`config.mk`:
```
export PLATFORM = sky130hd
export DESIGN_NAME = mem_port_arbiter
export DESIGN_NICKNAME = d
export VERILOG_FILES = /design/src/rtl/mem_arb_pkg.sv /design/src/rtl/mem_port_arbiter_rr_pick3.sv /design/src/rtl/mem_port_arbiter.sv
export SDC_FILE = /design/constraint.sdc
export NUM_CORES = 1
export LEC_CHECK = 0
export BUFFER_PORTS_ARGS = -buffer_cell sky130_fd_sc_hd__buf_4
export CAP_MARGIN = 15
export CORE_ASPECT_RATIO = 2
export CORE_MARGIN = 5
export CORE_UTILIZATION = 31
export DETAILED_ROUTE_END_ITERATION = 12
export MAX_ROUTING_LAYER = met4
export PLACE_DENSITY = 0.7
export SETUP_SLACK_MARGIN = 0.15
export SLEW_MARGIN = 20
export SYNTH_ARGS = -nofsm -noshare
export SYNTH_HDL_FRONTEND = slang
export SYNTH_SLANG_ARGS = --single-unit
```
`constraint.sdc`:
```
create_clock -name clk -period 2.45 [get_ports clk]
set_input_delay 0.245 -clock clk [delete_from_list [all_inputs] [get_ports clk]]
set_output_delay 0.245 -clock clk [all_outputs]
set_load 0.01 [all_outputs]
```
`src/rtl/mem_arb_pkg.sv`:
```
// Shared encodings for the unified-memory port arbiter: sequencer states,
// requester port indices and the legal read-latency window.
package mem_arb_pkg;

    typedef enum logic [1:0] {
        IDLE  = 2'd0,
        ISSUE = 2'd1,
        WAIT  = 2'd2,
        RESP  = 2'd3
    } state_t;

    localparam logic [1:0] PORT_LOAD  = 2'd0;  // program loader / debug
    localparam logic [1:0] PORT_DMEM  = 2'd1;  // CPU data access
    localparam logic [1:0] PORT_IMEM  = 2'd2;  // CPU instruction fetch
    localparam logic [1:0] GRANT_NONE = 2'd3;

    localparam int NUM_PORTS    = 3;
    localparam int READ_LAT_MIN = 1;
    localparam int READ_LAT_MAX = 7;

    // One-hot completion vector for a port index; GRANT_NONE maps to zero.
    function automatic logic [NUM_PORTS-1:0] port_onehot(input logic [1:0] idx);
        logic [NUM_PORTS-1:0] oh;
        oh = '0;
        case (idx)
            PORT_LOAD: oh = 3'b001;
            PORT_DMEM: oh = 3'b010;
            PORT_IMEM: oh = 3'b100;
            default:   oh = 3'b000;
        endcase
        return oh;
    endfunction

endpackage

```
`src/rtl/mem_port_arbiter_rr_pick3.sv`:
```
// Winner select for three requesters: port 0 always wins, ports 1 and 2
// alternate, the one not served last taking a tie.
module rr_pick3
    import mem_arb_pkg::*;
(
    input  logic [2:0] req,
    input  logic [1:0] rr_last,
    output logic       valid,
    output logic [1:0] idx
);

    // Fixed priority for the loader, round-robin between the two CPU ports.
    always_comb begin
        valid = |req;
        idx   = GRANT_NONE;
        if (req[PORT_LOAD]) begin
            idx = PORT_LOAD;
        end else if (req[PORT_DMEM] && req[PORT_IMEM]) begin
            idx = (rr_last == PORT_DMEM) ? PORT_IMEM : PORT_DMEM;
        end else if (req[PORT_DMEM]) begin
            idx = PORT_DMEM;
        end else if (req[PORT_IMEM]) begin
            idx = PORT_IMEM;
        end
    end

endmodule

```
`src/rtl/mem_port_arbiter.sv`:
```
// Single-port memory arbiter for the multicycle CPU: one transaction in
// flight, sequenced as arbitrate (IDLE), strobe (ISSUE), read latency (WAIT)
// and a one-cycle completion pulse (RESP). All outputs are registered.
module mem_port_arbiter
    import mem_arb_pkg::*;
#(
    parameter int AW       = 10,
    parameter int DW       = 32,
    parameter int READ_LAT = 1
) (
    input  logic          clk,
    input  logic          reset,
    input  logic [2:0]    req,
    input  logic [2:0]    we,
    input  logic [3*AW-1:0] addr,
    input  logic [3*DW-1:0] wdata,
    output logic [2:0]    done,
    output logic [DW-1:0] rdata,
    output logic [1:0]    grant,
    output logic          busy,
    output logic          mem_en,
    output logic          mem_we,
    output logic [AW-1:0] mem_addr,
    output logic [DW-1:0] mem_wdata,
    input  logic [DW-1:0] mem_rdata
);

    // Counter preload: number of WAIT cycles between the strobe and capture.
    localparam logic [2:0] LAT_LOAD = 3'(READ_LAT - 1);

    if (READ_LAT < READ_LAT_MIN || READ_LAT > READ_LAT_MAX) begin : g_lat_check
        $error("mem_port_arbiter: READ_LAT must be within 1..7");
    end

    state_t        state;
    logic [2:0]    cnt;
    logic [1:0]    rr_last;
    logic          op_we;

    logic          pick_valid;
    logic [1:0]    pick_idx;
    logic          sel_we;
    logic [AW-1:0] sel_addr;
    logic [DW-1:0] sel_wdata;

    rr_pick3 u_pick (
        .req     (req),
        .rr_last (rr_last),
        .valid   (pick_valid),
        .idx     (pick_idx)
    );

    // Route the winning port's operands toward the capture registers.
    always_comb begin
        sel_we    = we[0];
        sel_addr  = addr[0 +: AW];
        sel_wdata = wdata[0 +: DW];
        case (pick_idx)
            PORT_DMEM: begin
                sel_we    = we[1];
                sel_addr  = addr[AW +: AW];
                sel_wdata = wdata[DW +: DW];
            end
            PORT_IMEM: begin
                sel_we    = we[2];
                sel_addr  = addr[2*AW +: AW];
                sel_wdata = wdata[2*DW +: DW];
            end
            default: ;
        endcase
    end

    // Transaction sequencer. mem_addr/mem_wdata double as the latched operand
    // registers, so operand changes after the IDLE sample never reach memory.
    always_ff @(posedge clk) begin
        if (reset) begin
            state     <= IDLE;
            done      <= '0;
            rdata     <= '0;
            grant     <= GRANT_NONE;
            busy      <= 1'b0;
            mem_en    <= 1'b0;
            mem_we    <= 1'b0;
            mem_addr  <= '0;
            mem_wdata <= '0;
            rr_last   <= PORT_IMEM;
            cnt       <= '0;
            op_we     <= 1'b0;
        end else begin
            done   <= '0;
            mem_en <= 1'b0;
            mem_we <= 1'b0;
            case (state)
                IDLE: begin
                    if (pick_valid) begin
                        grant     <= pick_idx;
                        op_we     <= sel_we;
                        mem_addr  <= sel_addr;
                        mem_wdata <= sel_wdata;
                        mem_en    <= 1'b1;
                        mem_we    <= sel_we;
                        busy      <= 1'b1;
                        if (pick_idx != PORT_LOAD)
                            rr_last <= pick_idx;
                        state     <= ISSUE;
                    end
                end
                ISSUE: begin
                    if (op_we) begin
                        done  <= port_onehot(grant);
                        state <= RESP;
                    end else if (READ_LAT == 1) begin
                        // Data is already valid during the strobe cycle.
                        rdata <= mem_rdata;
                        done  <= port_onehot(grant);
                        state <= RESP;
                    end else begin
                        cnt   <= LAT_LOAD;
                        state <= WAIT;
                    end
                end
                WAIT: begin
                    // Capture on the edge where the counter reaches zero.
                    cnt <= cnt - 3'd1;
                    if (cnt == 3'd1) begin
                        rdata <= mem_rdata;
                        done  <= port_onehot(grant);
                        state <= RESP;
                    end
                end
                RESP: begin
                    grant <= GRANT_NONE;
                    busy  <= 1'b0;
                    state <= IDLE;
                end
                default: state <= IDLE;
            endcase
        end
    end

endmodule

```
* Word level (Yosys, flattened, before mapping)
Index checks and enable logic that the tools add are counted.
** Storage, ports and cells
- Input port bits :: 166
- Output and inout port bits :: 82
- Flip-flop bits (word level) :: 90
- Word-level logic and storage cells :: 63
** Cells by class
- Equal/unequal tests :: 12
- $add $sub $neg :: 1
- Mux-type cells :: 22
- Bitwise operators :: 2
- Reductions and logical operators :: 14
** Operators with widths (count)
- $pmux W32 S2 :: 2
- $mux W32 :: 2
- $pmux W10 S2 :: 1
- $mux W2 :: 7
- $pmux W3 S3 :: 1
- $eq A2 B1 Y1 const B :: 4
- $eq A2 B2 Y1 const B :: 4
- $pmux W2 S4 :: 1
- $ne A2 B2 Y1 const B :: 3
- $pmux W3 S2 :: 1
- $reduce_and A2 Y1 :: 3
- $reduce_and A3 Y1 :: 2
- $reduce_bool A2 Y1 :: 3
- $reduce_or A3 Y1 :: 2
- $logic_not A2 Y1 :: 2
- $pmux W1 S2 :: 2
- $pmux W2 S2 :: 1
- $eq A3 B1 Y1 const B :: 1
- $mux W1 :: 3
- $mux W3 :: 1
- $sub A3 B1 Y3 const B :: 1
- $not A1 Y1 :: 2
- $reduce_or A2 Y1 :: 1
- $logic_and A1 B1 Y1 :: 1

* Logic depth before layout (Yosys ltp)
Gate-level depths: netlist of the first run.
- Depth in word-level cells :: 6
- Depth in mapped cells :: 9
- Depth with buffers taken out :: 7

* By module
A second synthesis of the first run with hierarchy kept.
** Second synthesis, totals
- Cell total of the unflattened synthesis :: 511
- Area total of the unflattened synthesis :: 4296.6 µm²
** Modules (own cells, without submodules)
- mem_port_arbiter :: area an instance 4259.1 µm², instances 1, cells an instance 505, sequential area each 1801.7 µm²
- rr_pick3 :: area an instance 37.5 µm², instances 1, cells an instance 6, sequential area each 0.0 µm²

* Worst setup path after synthesis of the first run
Ideal clock, no wire load.
- Kind :: register to register
- Start point :: register rr_last[1]
- End point :: register mem_wdata[20]
- Setup slack :: 0.449 ns
- Required time :: 2.333 ns
- Stages on the path, launching flop included :: 9
- Clock period less this slack :: 2.001 ns
- Arrival :: 1.884 ns
- Setup time :: 0.117 ns
- Buffers on the path :: 2
- Path through :: dfxtp_1 -> nand3b_1 -> a21oi_1 -> inv_1 -> ha_1 -> buf_2 -> buf_1 -> o21ai_0 -> a22o_2
** Between the ends
- Word-level cells in the longest chain between the ends :: 6
- Elaborated cells on any way between the ends :: 7
- Classes of those cells :: eq/ne: 3; mux: 4
** RTL lines
- from (decl) :: line mem_port_arbiter.sv:37 : logic [1:0] rr_last;
- from (signal assigned) :: line mem_port_arbiter.sv:104 : rr_last <= pick_idx;
- $eq A2 B1 Y1 * :: line mem_port_arbiter_rr_pick3.sv:19 : idx = (rr_last == PORT_DMEM) ? PORT_IMEM : PORT_DMEM;
- $mux W2 * :: line mem_port_arbiter_rr_pick3.sv:19
- $mux W2 * :: line mem_port_arbiter_rr_pick3.sv:18 : end else if (req[PORT_DMEM] && req[PORT_IMEM]) begin
- $mux W2 * :: line mem_port_arbiter_rr_pick3.sv:16 : if (req[PORT_LOAD]) begin
- named net pick_idx[1] :: line mem_port_arbiter.sv:41 : logic [1:0] pick_idx;
- $eq A2 B2 Y1 or $eq A2 B1 Y1 (tied branches) :: line mem_port_arbiter.sv:58 : case (pick_idx)
- $pmux W32 S2 * :: line mem_port_arbiter.sv:58
- to (signal assigned) :: line mem_port_arbiter.sv:99 : mem_wdata <= sel_wdata;
- to (decl) :: line mem_port_arbiter.sv:24 : output logic [DW-1:0] mem_wdata,
Mark *: on every way through the listed nets, which the timed path passes. The rest lies on a longest branch.
A chain may end at the register's enable or synchronous reset.

* Worst setup path in the final report of the first run
- Start point :: register rr_last[1]
- End point :: register op_we
** Between the ends
- Word-level cells in the longest chain between the ends :: 6
- Elaborated cells on any way between the ends :: 7
- Classes of those cells :: eq/ne: 3; mux: 4
** RTL lines
- $eq A2 B1 Y1 * :: line mem_port_arbiter_rr_pick3.sv:19
- $mux W2 * :: line mem_port_arbiter_rr_pick3.sv:19
- $mux W2 * :: line mem_port_arbiter_rr_pick3.sv:18
- $mux W2 * :: line mem_port_arbiter_rr_pick3.sv:16
- named net pick_idx[1] :: line mem_port_arbiter.sv:41
- $eq A2 B2 Y1 or $eq A2 B1 Y1 (tied branches) :: line mem_port_arbiter.sv:58
- $pmux W1 S2 * :: line mem_port_arbiter.sv:58
- to (signal assigned) :: line mem_port_arbiter.sv:97 : op_we <= sel_we;
- to (decl) :: line mem_port_arbiter.sv:38 : logic op_we;
Marks and branches as above.

==> run metrics, run 1 <==
DP Wirelength ~9700 microns; Worst Hold Path Cells 3; I/O pin count approximately 250; largest family of logic cells by synthesized area compound AO/OA/AOI/OAI gates; core footprint approximately 13000 sq um; post-synthesis xor/xnor area fraction 0.436%; DR vias roughly 4200; Max Slew Vio Count 0; Post-CTS Resized 0; reg2reg start rr_last[1]$_SDFFE_PP1P_; Synth-to-Final Area Change 55.7%; Distinct cells, synth 36; clk sinks 90; first-pass GRT wire length about 20000 microns; Final Instance Area ~6300 sq um; drc violations 0; Post-Syn Area per Cell 8.69 sq um; # rows approximately 60; clock-pin slew of the registers on the worst-case setup and hold paths roughly 60 ps; EDFF count, synth 0; f_max about 500 MHz; hold endpoint rdata[11]$_SDFFE_PP0P_; hold_buf cts 0; DR iter-0 viols ~140; leakage 2.90 nW; Least-Margin Pin Slew between 500 and 600 ps; hold_sp mem_rdata[11]; YS warnings 0; die height 171 microns; startpoint types flip-flop; number of buffers created by CTS 9; WP data required about 2700 ps; Max-Cap Viols 0; Wirelength per Cell roughly 15 microns; CTS tree built; Top FF cell, synth dfxtp_1; drt total wl ~13000 microns; Setup Skew 7.37 ps; fill count ~1200; WP data arrival ~2300 ps; Total Power 5.50 mW; Final TNS setup 0 ps; Non-Filler Instances ~850; setup slack, reg-to-reg ~440 ps; RSZ-0062 raised after global routing no; Initial Util ~31%; final hold viol count 0; sequential area share after synthesis between 40% and 50%; DIE AREA about 15000 sq um; dpl cells 830; mux cell area share after synthesis less than 1%; Hold Path Class in2reg; final setup vio count 0; Final nets 865; post-synth net total around 640; final core utilization 48.7%; PD cells between 800 and 900 nW/um^2; htree depth 3; Placed Area between 5000 and 6000 sq um; initial antenna violation count 0; post-synthesis instance area ~4000 sq um; adder-cell share of the synthesized area 3.12%; # diodes 0; layout cells sized above 1 ~45%; outcome complete, no violations; simple-gate share of the synthesized area 13.2%; Crit Path Class reg2reg; min cycle time layout between 2000 and 2500 ps; vias in the first global route between 4000 and 5000; GPL Wtd Cong ~0.84; CTS root buffer clkbuf_16; drt first pass iters 4; Synth Instances about 460; IO Port Bufs around 250; Clock Path Buffers 2; GRT Util Overall roughly 16%; DR vias/cell 4.91; clk_lat worst skew between 300 and 400 ps; Async SR Flop Fraction 0%; Crit Path Max Fanout 50; Compound-Gate Fraction of Synth Area between 30% and 40%; R2R cell count 8; postcts setup bufs 0; period utilization between 80% and 90%; largest net degree at the start of global routing approximately 50; Synth Register Bits 90; GR Overflow Total 0; Detail Route Antenna Nets 0; Slew headroom roughly 65%; CP endpoint kind flip-flop; reg-to-reg endpoint op_we$_SDFFE_PP0P_; Max VDD drop about 0.55 mV; die span in x ~90 microns
## layout by cell type (no fill, tap or decap), types with 3 or more instances in the layout
master	synthesis	layout
a22o_1	7	7
buf_4	0	252
o21ai_0	43	43
dfxtp_1	90	90
a22oi_1	43	43
a22o_2	35	35
ha_1	10	9
buf_12	4	3
nand2b_1	4	4
a21oi_1	37	36
clkbuf_16	0	9
nor3_1	3	3
nor2_1	10	10
clkbuf_8	0	3
nand2_1	108	108
inv_1	9	9
## logic make-up after synthesis
logic type / Yosys count
AO/OA/AOI/OAI: 178
flip-flops: 90
buffers and inverters: 49
adder cells (fa/ha/maj): 10
multiplexers: 1
XOR/XNOR: 2
AND/OR/NAND/NOR: 132
## state kept, by name, indices dropped and copies added (netlist names)
register   flops
busy           1
cnt            3
done           3
grant          2
mem_addr      10
mem_en         1
mem_wdata     32
mem_we         1
op_we          1
rdata         32
rr_last        2
state          2
## critical path, stage by stage (launching register included)
cell       delay (ps)
dfxtp_1           320
nand3b_1          170
a21oi_2           230
inv_1              90
ha_2              360
buf_12            200
a221oi_1           70
a2111oi_1         380
a21o_1            130
## per-layer routing
metal	global-route usage [%]	wire length [microns]	vias up
li1	-	-	2100
met1	19.7	5490	1879
met2	25.7	6360	161
met3	4.93	867	14
met4	4.86	191	0
met5	-	0	-
## stage by stage
stage          setup WS, ps  hold WS, ps
4_1_cts                 343          139
3_3_place_gp            394          443
6_report                445          155
3_5_place_dp            340          448
5_1_grt                 222          148
2_1_floorplan           449          381
## worst max-delay path by stage
stage                                 start                         end  slack [ps]
global placement                     req[0]          op_we$_SDFFE_PP0P_         390
global route        rr_last[1]$_SDFFE_PP1P_          op_we$_SDFFE_PP0P_         220
finish              rr_last[1]$_SDFFE_PP1P_          op_we$_SDFFE_PP0P_         440
detailed placement                   req[0]          op_we$_SDFFE_PP0P_         340
CTS                 rr_last[1]$_SDFFE_PP1P_          op_we$_SDFFE_PP0P_         340
floorplan           rr_last[1]$_SDFFE_PP1P_  mem_wdata[20]$_SDFFE_PP0P_         450
## synth_stat cells, drive strengths merged, types with 2 or more instances
cell type,count,area (sq um)
clkbuf,25,93.8
inv,9,33.8
dfxtp,90,1800
o32ai,2,17.5
nand2,108,405
a221oi,2,23.8
buf,15,138
nor3,3,15.0
ha,10,125
nor2,11,43.8
a22oi,43,323
a22o,42,412
a21oi,37,185
o21ai,43,215
nor3b,2,15.0
a211oi,2,15.0
nand2b,4,25.0
xnor2,2,17.5
## cell type report
cell class	count	area [sq um]	area share, %
multi-input combinational	323	1970	31.5
timing repair buffer	256	1960	31.4
sequential	90	1800	28.8
clock buffer	13	270	4.32
tap	152	190	3.04
inverter	9	33.8	0.540
clock inverter	3	22.5	0.360
## power by group
part / switching (mW) / leakage, nW / internal (mW)
Sequential: 0.200 / 0.738 / 1.81
Combinational: 1.15 / 2.01 / 1.02
Clock: 0.545 / 0.146 / 0.773
Total: 1.89 / 2.90 / 3.61
No activity file was read; power rests on OpenSTA's default activity.
==> inputs of run 2 (changes only) <==
==> constraint.sdc (replaced) <==
create_clock -name clk -period 1.9 [get_ports clk]
set_input_delay 0.19 -clock clk [delete_from_list [all_inputs] [get_ports clk]]
set_output_delay 0.19 -clock clk [all_outputs]
set_load 0.01 [all_outputs]
==> run 2 against run 1 <==
Against the previous run: non-clock buffer count up 20; power up 37%; count of clock-buffer cells in the layout unchanged; setup slack got worse by 400 ps; critical path depth is 1 higher; first-iteration DRC count is 55% higher; design area grew 8.2%; sequential share of layout area is 2.1 points lower; combinational power is 46% higher; die area is the same; register-to-register slack got worse by 400 ps; sequential power rose by 29%; highest routed layer unchanged; largest power group unchanged.
==> run metrics, run 2 (synthesized netlist as in run 1, its figures left out) <==
Reg power frac 34.3% (-2.3 points); NetSw 2.53 mW (+34%); Clk pwr share 23.9% (about the same); DR vias/cell 5.03 (+2.4%); number of buffers created by CTS 9 (unchanged); PD cells 1120 nW/um^2 (+27%); Total Power 7.55 mW (+37%); IO Port Bufs 247 (unchanged); period utilization 97.5% (+16 points); Switching Fraction 33.6% (-0.85 points); startpoint types flip-flop; final setup vio count 0 (unchanged); outcome complete, no violations; DR iter-0 viols 219 (+55%); Clock Path Buffers 2 (unchanged); leakage 3.10 nW (+7.1%); DP Wirelength 9580 microns (-1.2%); largest net degree at the start of global routing 44 (-14%); Initial Util 31.2% (unchanged); vias in the first global route 4028 (-2.6%); Top Registers mem_wdata (32), rdata (32), mem_addr (10); hold_buf cts 0 (unchanged); pre-CTS WS -72.9 ps (-412 ps); core footprint 12800 sq um (unchanged); dpl cells 834 (+0.48%); Max Slew Vio Count 0 (unchanged); commonest non-fill, non-tap cell in the layout buf_4; final core utilization 52.7% (+4.0 points); WP data arrival 2080 ps (-200 ps); Setup Skew 11.4 ps (+4.08 ps); Crit Path Class reg2reg; drt first pass iters 4 (unchanged); Synth-to-Final Area Change 68.6%; f_max 540 MHz (+8.3%); # rows 59 (unchanged); layout cells sized above 1 50.3% (+5.3 points); Max-Cap Viols 0 (unchanged); DR vias 4356 (+4.9%); drt total wl 14300 microns (+11%); Least-Margin Pin Slew 472 ps (-53.7 ps); I/O pin count 248 (unchanged); GR Overflow Total 0 (unchanged); # diodes 0 (unchanged); Non-Filler Instances 866 (+2.4%); DIE AREA 15500 sq um (unchanged); initial antenna violation count 0 (unchanged); clk sinks 90 (unchanged); Crit Path Max Fanout 11 (-78%); Final nets 885 (+2.3%); WP data required 2130 ps (-600 ps); GRT Util Overall 16.6% (+0.42 points); first-pass GRT wire length 20700 microns (+2.4%); Wirelength per Cell 16.5 microns (+8.0%); clock-pin slew of the registers on the worst-case setup and hold paths 60 ps (about the same); die span in x 90.5 microns (unchanged); RSZ-0062 raised after global routing yes; clk_lat worst skew 330 ps (about the same); Slew headroom 68.5% (+3.6 points); Int Power 5.02 mW (+39%); most frequent cells in the layout buf_4, nand2_1, dfxtp_1; CTS root buffer clkbuf_16; Max VDD drop 0.571 mV (+3.0%); Combinational Power Share 41.8% (+2.4 points); min cycle time layout 1850 ps (-153 ps); die height 171 microns (unchanged); CTS tree built; Hold Path Class in2reg; CP endpoint kind flip-flop; drc violations 0 (unchanged); slack of the critical path 48.4 ps (-397 ps); htree depth 3 (unchanged); final hold viol count 0 (unchanged); GPL Wtd Cong 0.791 (-5.7%); Detail Route Antenna Nets 0 (unchanged)
==> run 2: cell count changes in the layout (fill, tap and decap cells not counted), sizes merged <==
| cell | previous run | this run |
|---|---|---|
| clkbuf | 13 | 18 |
| buf | 256 | 271 |
| bufinv | 0 | 1 |
| clkinv | 3 | 2 |
==> run 2: what timing repair did <==
| action | in CTS | in global routing |
|---|---|---|
| resized for setup | 2 | 54 |
| cloned | 1 | 6 |
| pin swaps | 2 | 2 |
| buffers inserted | 6 | 3 |
| endpoints found under the setup margin | 44 | 75 |
==> run 2: final timing paths <==
path                                 from                       end  slack, ps  cells past startpoint
setup / recovery  rr_last[1]$_SDFFE_PP1P_  mem_addr[2]$_SDFFE_PP0P_         50                      9
hold / removal              mem_rdata[18]    rdata[18]$_SDFFE_PP0P_        100                      3
setup reg to reg  rr_last[1]$_SDFFE_PP1P_  mem_addr[2]$_SDFFE_PP0P_         50                      9
hold reg to reg     rdata[7]$_SDFFE_PP0P_     rdata[7]$_SDFFE_PP0P_        450                      2
==> run 2: critical path, cell delays in order (launching register included) <==
cell and delay [ps]:
dfxtp_2 330, nand3b_1 170, a21oi_2 220, inv_2 90, ha_4 260, buf_12 150
clkbuf_16 170, nand2_1 50, o21ai_0 90, a22o_2 210
==> run 2: power by group through the flow <==
stage	clock network (mW)	registers (mW)	logic [mW]
finish	1.80	2.59	3.16
CTS	1.87	2.59	3.02
detailed placement	0	2.63	2.94
floorplan	0	2.79	1.43
global route	1.94	2.65	3.45
global placement	0	2.62	2.89
==> run 2: layer usage <==
metal / GRT usage [%] / up-vias / part of all wire [%]
li1: - / 2143 / -
met1: 20.2 / 2022 / 41
met2: 27.2 / 183 / 51
met3: 4.66 / 8 / 7.1
met4: 4.08 / 0 / 0.60
met5: - / - / 0
==> run 2: final cells by class <==
cell class                      instances  area (sq um)
Tap cell                              152           190
Multi-Input combinational cell        323          2090
Timing Repair Buffer                  276          2340
Fill cell                            1206          6080
Clock buffer                           13           260
Sequential cell                        90          1810
Clock inverter                          3          47.5
Inverter                                9          33.8
==> run 2: stage by stage <==
| step | setup TNS, ps | cell area (sq um) | hold slack (ps) |
|---|---|---|---|
| floorplan | 0 | 4060 | 326 |
| global placement | -24.9 | 6040 | 436 |
| detailed placement | -126 | 6040 | 447 |
| CTS | 0 | 6470 | 82.5 |
| global route | 0 | 6770 | 93.9 |
| finish | 0 | 6770 | 96.6 |
==> inputs of run 3 (changes only) <==
--- a/config.mk
+++ b/config.mk
@@ -6,7 +6,7 @@
 export NUM_CORES = 1
 export LEC_CHECK = 0
 export BUFFER_PORTS_ARGS = -buffer_cell sky130_fd_sc_hd__buf_4
-export CAP_MARGIN = 15
+export CAP_MARGIN = 20
 export CORE_ASPECT_RATIO = 2
 export CORE_MARGIN = 5
 export CORE_UTILIZATION = 31
==> constraint.sdc (replaced) <==
create_clock -name clk -period 1.9 [get_ports clk]
set_input_delay 0.095 -clock clk [delete_from_list [all_inputs] [get_ports clk]]
set_output_delay 0.095 -clock clk [all_outputs]
set_load 0.01 [all_outputs]
==> run 3 against run 2 <==
Against the previous run: combinational power rose by 6%; via count increased by 4.1%; power increased by 2.1%; sequential cell count unchanged; non-clock buffer count increased by 36; final cell count up 4.2%; critical path depth did not move; clock skew fell by 3.0 ps; core utilization rose by 3.5 points; worst hold slack got worse by 81 ps; clock power decreased by 2%; largest cell class unchanged.
==> run metrics, run 3 (synthesized netlist as in run 1, its figures left out) <==
Least-Margin Pin Slew 579 ps (+107 ps); Max VDD drop 0.655 mV (+15%); Crit Path Max Fanout 10 (-1); Final TNS setup 0 ps (unchanged); Clock Path Buffers 2 (unchanged); R2R cell count 9 (unchanged); CP Buf/Inv Count 4 (+1); Critical Path Source rr_last[1]$_SDFFE_PP1P_; reg-to-reg endpoint mem_wdata[28]$_SDFFE_PP0P_; I/O pin count 248 (unchanged); IO Port Bufs 247 (unchanged); Hold Path Class in2reg; initial antenna violation count 0 (unchanged); Placed Area 6030 sq um (-0.21%); dpl cells 834 (unchanged); drt first pass iters 4 (unchanged); layout cells sized above 1 50.8% (+0.52 points); Max Slew Vio Count 0 (unchanged); commonest non-fill, non-tap cell in the layout buf_4; drt total wl 15800 microns (+11%); CTS root buffer clkbuf_16; setup slack, reg-to-reg 20 ps (-30 ps); clk_lat worst skew 330 ps (about the same); final hold slack 15.7 ps (-80.9 ps); Non-Filler Instances 902 (+4.2%); largest net degree at the start of global routing 44 (unchanged); Top Registers mem_wdata (32), rdata (32), mem_addr (10); most frequent cells in the layout buf_4, nand2_1, dfxtp_1; WP data arrival 2100 ps (+20 ps); htree depth 3 (unchanged); Final Instance Area 7210 sq um (+6.6%); f_max 532 MHz (-1.5%); number of buffers created by CTS 9 (unchanged); Detail Route Antenna Nets 0 (unchanged); WP data required 2120 ps (about the same); CTS tree built; first-pass GRT wire length 22600 microns (+9.4%); period utilization 98.9% (+1.5 points); reg2reg start rr_last[1]$_SDFFE_PP1P_; drc violations 0 (unchanged); Wirelength per Cell 17.5 microns (+6.4%); die span in x 90.5 microns (unchanged); core footprint 12800 sq um (unchanged); Synth-to-Final Area Change 79.7%; Worst Setup EP mem_wdata[28]$_SDFFE_PP0P_; Crit Path Class reg2reg; DR iter-0 viols 210 (-4.1%); leakage 3.28 nW (+5.8%); CP max-delay cell dfxtp_4; Max-Cap Viols 0 (unchanged); GR Overflow Total 0 (unchanged); DR vias/cell 5.03 (about the same); CP endpoint kind flip-flop; outcome complete, no violations; die height 171 microns (unchanged); Worst path max stage delay 350 ps (+20 ps); clock-pin slew of the registers on the worst-case setup and hold paths 70 ps (about the same); fill count 1176 (-2.5%); final setup vio count 0 (unchanged); GPL Wtd Cong 0.789 (-0.28%); RSZ-0062 raised after global routing yes; DP Wirelength 9800 microns (+2.3%); critical path depth 9 (unchanged); DIE AREA 15500 sq um (unchanged); critical path, cell by cell buf_4, nor2b_4, o22ai_4, buf_6, ha_4, buf_8, buf_16, o21ai_1, a22o_2; vias in the first global route 4510 (+12%); Initial Util 31.2% (unchanged); clk sinks 90 (unchanged); CP delay by family, top buffers and inverters; # rows 59 (unchanged); PD cells 1070 nW/um^2 (-4.2%); # diodes 0 (unchanged); DR vias 4534 (+4.1%); Setup Skew 8.43 ps (-3.02 ps); final hold viol count 0 (unchanged); startpoint types flip-flop; Final nets 921 (+4.1%); min cycle time layout 1880 ps (+28.0 ps); Slew headroom 61.4% (-7.1 points); GRT Util Overall 18.5% (+1.9 points)
-- run 3: changes by cell type in the layout (fill, tap and decap cells not counted), moves of 7 or more --
cell,before,now
o21ai_1,15,36
nand2_1,103,95
dlygate4sd3_1,0,25
nand2_2,4,11
o21ai_0,23,1
-- run 3: how the worst min path moves through the flow --
stage | startpoint | to | slack (ps) | depth (start not counted)
after global routing | mem_rdata[3] | rdata[3]$_SDFFE_PP0P_ | 10 | 3
final | mem_rdata[3] | rdata[3]$_SDFFE_PP0P_ | 20 | 3
after floorplan | mem_rdata[0] | rdata[0]$_SDFFE_PP0P_ | 230 | 2
after CTS | mem_rdata[21] | rdata[21]$_SDFFE_PP0P_ | 0.7 | 3
after detailed placement | mem_rdata[13] | rdata[13]$_SDFFE_PP0P_ | 350 | 3
after global placement | mem_rdata[7] | rdata[7]$_SDFFE_PP0P_ | 340 | 3
-- run 3: worst register-to-register path: stages, from the launching register on --
cell,delay [ps]
dfxtp_4,350
buf_4,140
nor2b_4,120
o22ai_4,90
buf_6,130
ha_4,350
buf_8,150
buf_16,130
o21ai_1,90
a22o_2,210
-- run 3: per-stage QoR --
stage	power, mW	setup slack [ps]	util [%]
2_1_floorplan	4.22	150	-
3_3_place_gp	5.49	76.2	46.9
3_5_place_dp	5.55	-20.6	46.9
4_1_cts	7.57	76.9	53.5
5_1_grt	8.19	-27.7	56.1
6_report	7.72	20.4	56.1
-- run 3: report_power, final --
part | internal, mW | switching, mW
sequential | 2.34 | 0.263
combinational | 1.69 | 1.65
clock | 1.00 | 0.760
total | 5.04 | 2.68
-- run 3: cell type report --
type                    instances  area [sq um]  share of cell area, %
repair buffers                312          2750                   38.1
multi-input cells             323          2130                   29.6
flip-flops and latches         90          1810                   25.1
clock buffers                  12           267                   3.70
well taps                     152           190                   2.64
inverters                       9          33.8                  0.468
clock inverters                 4          32.5                  0.451
-- run 3: per-layer routing --
layer  global-route usage (%)  up-vias  share of wire [%]
met5                        -        -                  0
met4                     4.60        0               0.99
met3                     4.44       14                5.6
met2                     32.4      185                 54
met1                     21.0     2119                 40
li1                         -     2216                  -
-- run 3: what timing repair did --
action	CTS	global route
pin swaps	2	8
endpoints found under the hold margin	25	0
endpoints found under the setup margin	44	73
hold buffers	25	0
buffers inserted	14	1
gates cloned	4	8
resized for setup	24	76
